### src/rtl/math_pkg.sv
// rtl/math_pkg.sv - shared integer math helpers for elaboration-time sizing
package math_pkg;

    function automatic int ceil_div(input int a, input int b);
        return (a + b - 1) / b;
    endfunction

endpackage

### src/rtl/slot_alloc_if.sv
// rtl/slot_alloc_if.sv - alloc (valid/ready) and free ports of the slot allocator
interface slot_alloc_if #(
    parameter int W = 32
) ();
    localparam int IW = $clog2(W);

    logic          alloc_vld_o;
    logic [IW-1:0] alloc_idx_o;
    logic          alloc_rdy_i;
    logic          free_vld_i;
    logic [IW-1:0] free_idx_i;

    modport master (
        input  alloc_vld_o, alloc_idx_o,
        output alloc_rdy_i, free_vld_i, free_idx_i
    );

    modport slave (
        output alloc_vld_o, alloc_idx_o,
        input  alloc_rdy_i, free_vld_i, free_idx_i
    );
endinterface

### src/rtl/e.sv
// rtl/e.sv - circular zero-finder: first zero at pos-1, pos-2, ... with wrap, pos itself last
module e
    import math_pkg::*;
#(
    parameter int W       = 32,
    parameter int RADIX_N = 4,
    localparam int IW     = $clog2(W)
) (
    input  logic [W-1:0]  x_i,
    input  logic [IW-1:0] pos_i,
    output logic          any_o,
    output logic [IW-1:0] y_enc_o
);
    localparam int NG = ceil_div(W, RADIX_N);

    logic [NG*RADIX_N-1:0] fr;
    logic [NG-1:0]         grp;
    int                    k_sel;

    // Maps search rank k (0 = pos-1) back to a pool index.
    function automatic logic [IW-1:0] circ_idx(input logic [IW-1:0] p, input int k);
        int s;
        s = int'(p) + W - 1 - k;
        if (s >= W) s = s - W;
        return IW'(s);
    endfunction

    always_comb begin
        fr = '0;
        for (int k = 0; k < W; k++) fr[k] = ~x_i[circ_idx(pos_i, k)];
    end

    always_comb begin
        for (int j = 0; j < NG; j++) grp[j] = |fr[j*RADIX_N +: RADIX_N];
    end

    // Descending scan so the lowest group and lowest rank within it win.
    always_comb begin
        k_sel = 0;
        for (int j = NG - 1; j >= 0; j--) begin
            if (grp[j]) begin
                for (int b = RADIX_N - 1; b >= 0; b--) begin
                    if (fr[j*RADIX_N + b]) k_sel = j*RADIX_N + b;
                end
            end
        end
    end

    assign any_o   = |grp;
    assign y_enc_o = circ_idx(pos_i, k_sel);
endmodule

### src/rtl/slot_alloc.sv
// rtl/slot_alloc.sv - round-robin free-slot allocator with one pre-reserved index
module slot_alloc #(
    parameter int W       = 32,
    parameter int RADIX_N = 4
) (
    input  logic                   clk,
    input  logic                   arst_n,
    slot_alloc_if.slave            sif,
    output logic [$clog2(W+1)-1:0] cnt_o,
    output logic                   full_o,
    output logic                   empty_o,
    output logic                   err_o
);
    localparam int IW = $clog2(W);
    localparam int CW = $clog2(W + 1);

    logic [W-1:0]  busy_q, busy_d;
    logic [IW-1:0] ptr_q, ptr_d;
    logic          vld_q, vld_d;
    logic [IW-1:0] idx_q, idx_d;
    logic [CW-1:0] cnt_q, cnt_d;
    logic          err_q, err_d;

    logic          any;
    logic [IW-1:0] y_enc;
    logic          acc, ld, reserved_hit, legal_free, illegal_free;

    e #(.W(W), .RADIX_N(RADIX_N)) u_e (
        .x_i     (busy_q),
        .pos_i   (ptr_q),
        .any_o   (any),
        .y_enc_o (y_enc)
    );

    always_comb begin
        acc          = vld_q & sif.alloc_rdy_i;
        ld           = any & (~vld_q | acc);
        reserved_hit = vld_q & (sif.free_idx_i == idx_q);
    end

    // Returning an idle slot or the still-unaccepted reserved slot.
    always_comb begin
        illegal_free = sif.free_vld_i & ~(busy_q[sif.free_idx_i] & ~reserved_hit);
    end

    assign legal_free = sif.free_vld_i & ~illegal_free;

    always_comb begin
        busy_d = busy_q;
        ptr_d  = ptr_q;
        vld_d  = vld_q;
        idx_d  = idx_q;
        cnt_d  = cnt_q;
        err_d  = err_q | illegal_free;
        // ld and legal_free never collide: e only picks slots that are idle.
        if (legal_free) busy_d[sif.free_idx_i] = 1'b0;
        if (ld) begin
            busy_d[y_enc] = 1'b1;
            idx_d         = y_enc;
            ptr_d         = y_enc;
            vld_d         = 1'b1;
        end else if (acc) begin
            vld_d = 1'b0;
        end
        case ({ld, legal_free})
            2'b10:   cnt_d = cnt_q + CW'(1);
            2'b01:   cnt_d = cnt_q - CW'(1);
            default: cnt_d = cnt_q;
        endcase
    end

    always_ff @(posedge clk or negedge arst_n) begin
        if (!arst_n) begin
            busy_q <= '0;
            ptr_q  <= '0;
            vld_q  <= 1'b0;
            idx_q  <= '0;
            cnt_q  <= '0;
            err_q  <= 1'b0;
        end else begin
            busy_q <= busy_d;
            ptr_q  <= ptr_d;
            vld_q  <= vld_d;
            idx_q  <= idx_d;
            cnt_q  <= cnt_d;
            err_q  <= err_d;
        end
    end

    assign sif.alloc_vld_o = vld_q;
    assign sif.alloc_idx_o = idx_q;
    assign cnt_o           = cnt_q;
    assign err_o           = err_q;
    assign full_o          = (cnt_q == CW'(W));
    assign empty_o         = (cnt_q == '0);
endmodule

### src/flat_wrapper.sv
// flat-port wrapper written by rule: the top's interface ports become plain ports
module slot_alloc_flat 
#(
    parameter int W       = 32,
    parameter int RADIX_N = 4
)
  (clk, arst_n, cnt_o, full_o, empty_o, err_o, sif_alloc_vld_o, sif_alloc_idx_o, sif_alloc_rdy_i, sif_free_vld_i, sif_free_idx_i);
  slot_alloc_if #(.W(W)) sif_i ();
  input  logic clk;
  input  logic arst_n;
  output logic [$clog2(W+1)-1:0] cnt_o;
  output logic full_o;
  output logic empty_o;
  output logic err_o;
  output wire logic [$bits(sif_i.alloc_vld_o)-1:0] sif_alloc_vld_o;
  output wire logic [$bits(sif_i.alloc_idx_o)-1:0] sif_alloc_idx_o;
  input wire logic [$bits(sif_i.alloc_rdy_i)-1:0] sif_alloc_rdy_i;
  input wire logic [$bits(sif_i.free_vld_i)-1:0] sif_free_vld_i;
  input wire logic [$bits(sif_i.free_idx_i)-1:0] sif_free_idx_i;
  assign sif_alloc_vld_o = sif_i.alloc_vld_o;
  assign sif_alloc_idx_o = sif_i.alloc_idx_o;
  assign sif_i.alloc_rdy_i = sif_alloc_rdy_i;
  assign sif_i.free_vld_i = sif_free_vld_i;
  assign sif_i.free_idx_i = sif_free_idx_i;
  slot_alloc #(.W(W), .RADIX_N(RADIX_N)) u_core (.clk(clk), .arst_n(arst_n), .sif(sif_i), .cnt_o(cnt_o), .full_o(full_o), .empty_o(empty_o), .err_o(err_o));
endmodule
### config.mk
export PLATFORM = sky130hd
export DESIGN_NAME = slot_alloc_flat
export DESIGN_NICKNAME = d
export VERILOG_FILES = /design/src/rtl/math_pkg.sv /design/src/rtl/slot_alloc_if.sv /design/src/rtl/e.sv /design/src/rtl/slot_alloc.sv /design/src/flat_wrapper.sv
export SDC_FILE = /design/constraint.sdc
export NUM_CORES = 1
export LEC_CHECK = 0
export ABC_CLOCK_PERIOD_IN_PS = 6250
export CAP_MARGIN = 5
export CORE_ASPECT_RATIO = 1.1
export CORE_UTILIZATION = 45
export DETAILED_ROUTE_END_ITERATION = 7
export PLACE_DENSITY = 0.75
export SYNTH_ARGS = -nofsm -noshare
export SYNTH_HDL_FRONTEND = slang
export SYNTH_SLANG_ARGS = --single-unit
export TNS_END_PERCENT = 5
### constraint.sdc
create_clock -name clk -period 6.25 [get_ports clk]
set_clock_uncertainty 0.1 [all_clocks]
set_input_delay 0.9375 -clock clk [delete_from_list [all_inputs] [get_ports clk]]
set_output_delay 0.9375 -clock clk [all_outputs]
set_load 0.02 [all_outputs]
==> results.cfg <==
[global_routing]
track_usage_pct = 27.50
grt-ovfl-total = 0
first_global_vias = 5482
antenna_found_initial = 0
grt_first_pass_wirelength_um = 29570
grt_max_degree = 46

[critical_path]
critical_path.max_fanout = 16
worstReg2RegStart = u_core.ptr_q[0]
crit_slowest_cell = mux4_2
cp.buffers_inverters = 3
start_kind = register
crit_chain = clkinv_1 > ha_2 > buf_4 > o21bai_1 > a221oi_1 > xnor2_1 > mux4_2 > mux2i_1 > nor2_1 > nand3b_1 > a31oi_1 > a211oi_1 > a2bb2oi_1 > ha_1 > a21o_1 > a21o_1 > xor2_1 > nand2_1 > buf_4 > o311ai_0
critical_path.endpoint_type = register
critPathTopFamily = compound AO/OA/AOI/OAI gates
path_depth = 20
max_stage_delay_ps = 600
cp-startpoint = u_core.ptr_q[0]
path_class = register to register
rr_worst_depth = 20
required_ps = 6290
cp.arrival_ps = 6070

[floorplanning]
core_area_um2 = 13210
ios = 24
start_util_pct = 46.03
die_w_um = 112.8
die_area_um2 = 13980
die_height_um = 123.9
row_count = 44

[timing]
slew_headroom_pct = 31.09
hold_viol_final = 0
finalWorstSetupSlack_ps = 215.0
drv_slew = 0
fmax_ghz = 0.1657
worst_slew_pin_slew_ps = 1034
grt_setup_unrepaired = no
fin_crit_sh_pct = 96.56
setup_viol = 0
finalCriticalPeriod_ps = 6035

[yosys]
seq_area_frac_synth_pct = 18.51
yosysWarnings = 0
async_flop_share_pct = 100.0
synth-adder-area-share_pct = 3.127
synth_edf_count = 0
synth_cells = 646
syn_area_um2 = 6082
avgSynthCellArea_um2 = 9.415
synthXorXnorAreaFrac_pct = 6.521
ys_ff_latch = 45
synth_top_family_by_area = multiplexers
synth_ff_type = dfrtp_1
synth_compound_area_share_pct = 21.19
synth_fp_nets = 669
yosys.area_share.simple_pct = 16.17
synthDistinctLibCells = 81
synth_mux_area_share_pct = 29.46

[place]
gp_congestion = 1.012
post-place-cells = 815
portBuffers = 23
dpl_worst_slack_ps = 0.1861
dpl-instance-area_um2 = 6492
place_hpwl_um = 14550

[drt]
wire_per_inst_um = 22.68
via_count = 5649
drt_iter0_drc = 416
wirelength_um = 18670
antenna_left = 0
via_per_inst = 6.864
drcViolationCount = 0
dr.pass1.iters = 5

[cts]
htree_levels = 2
cts_tree = yes
cts_buffer_depth = 2
clkSinkCount = 45
clkLatencyLatePin_ps = 290
cts-root-buf = clkbuf_16
cts_hold_buf = 0
clkTransAtPathRegs_ps = 60
cts-buffers-inserted = 5

[layout]
final_cell_mix = mux2i_1, dfrtp_1, o21ai_0
fin_nets = 686
drive_gt1_share_pct = 17.52
area_growth_pct = 9.977
stdcell_area_um2 = 6689
diodes = 0
finalNonFillerCells = 823
final_common_cell = mux2i_1

[status]
status = completed

[min_path]
hp-class = register to register
hp-start = u_core.cnt_o[5]
hold_path_depth = 1

[run]
maxCapViolCount = 0
==> state kept, by name (all words and copies together), names as in the netlist <==
signal and count:
u_core.sif.alloc_vld_o 1, u_core.ptr_q 5, u_core.cnt_o 6, u_core.err_o 1, u_core.busy_q 32
==> cell families (layout without fill, tap and decap cells) <==
logic type      after synthesis  in the layout
mux                         133            133
flops                        45             45
buf+inv                      59             75
xor+xnor                     42             42
fa+ha+maj                    14             14
simple gates                171            171
compound gates              182            182
==> cells in the mapped netlist (all sizes together) (8+ instances only) <==
library cell / number / area [µm²]
xnor2: 31 / 286.5
nor3b: 8 / 65.06
nor2: 27 / 108.9
a31oi: 11 / 68.82
mux4: 32 / 750.7
mux2i: 83 / 834.6
o21a: 9 / 67.56
o311ai: 10 / 95.10
a21oi: 19 / 106.4
ha: 12 / 150.1
nand3b: 10 / 75.07
nand2: 29 / 108.9
mux2: 18 / 206.4
or3: 11 / 68.82
nand3: 18 / 90.09
dfrtp: 45 / 1126
or2: 15 / 93.84
clkbuf: 15 / 56.30
o31ai: 26 / 195.2
xor2: 10 / 87.58
inv: 18 / 75.07
o21ai: 42 / 210.2
buf: 25 / 170.2
nand2b: 9 / 56.30
==> routing by layer <==
metal	GRT usage [%]	vias to the layer above	wire length (µm)
met5	0	-	0
met3	3.358	59	1318
met2	47.92	287	9157
met4	14.67	0	902
li1	-	2554	-
met1	33.55	2749	7289
==> repair_timing <==
item,4_1_cts,5_1_grt
resized for setup,1,10
pin swaps,0,2
endpoints found under the setup margin,2,30
buffers inserted,0,2
==> cell type report <==
cell class              count  area, µm²
clock inverters             1      5.005
flip-flops and latches     45       1126
repair buffers             50      440.4
well taps                 161      201.4
multi-input cells         542       4712
clock buffers               5      125.1
fillers                  1223       6524
inverters                  19      78.83
==> final timing paths <==
| path | endpoint | slack [ps] |
|---|---|---|
| max in group asynchronous | u_core.busy_q[5] | 4680 |
| max | u_core.busy_q[12] | 210 |
| min in group asynchronous | u_core.busy_q[8] | 730 |
| max reg2reg | u_core.busy_q[12] | 210 |
| min | u_core.cnt_o[5] | 410 |
| min reg2reg | u_core.cnt_o[5] | 410 |
==> metrics by stage <==
stage / TNS (ps) / hold slack (ps) / util [%]
2_1_floorplan: -32.79 / 394.1 / -
3_3_place_gp: 0 / 362.3 / 49.14
3_5_place_dp: 0 / 412.6 / 49.14
4_1_cts: 0 / 424.9 / 50.17
5_1_grt: 0 / 435.7 / 50.63
6_report: 0 / 410.9 / 50.63
Power is not shown: default switching activity piles up to over one toggle a cycle in this logic, so the estimate is an artifact.
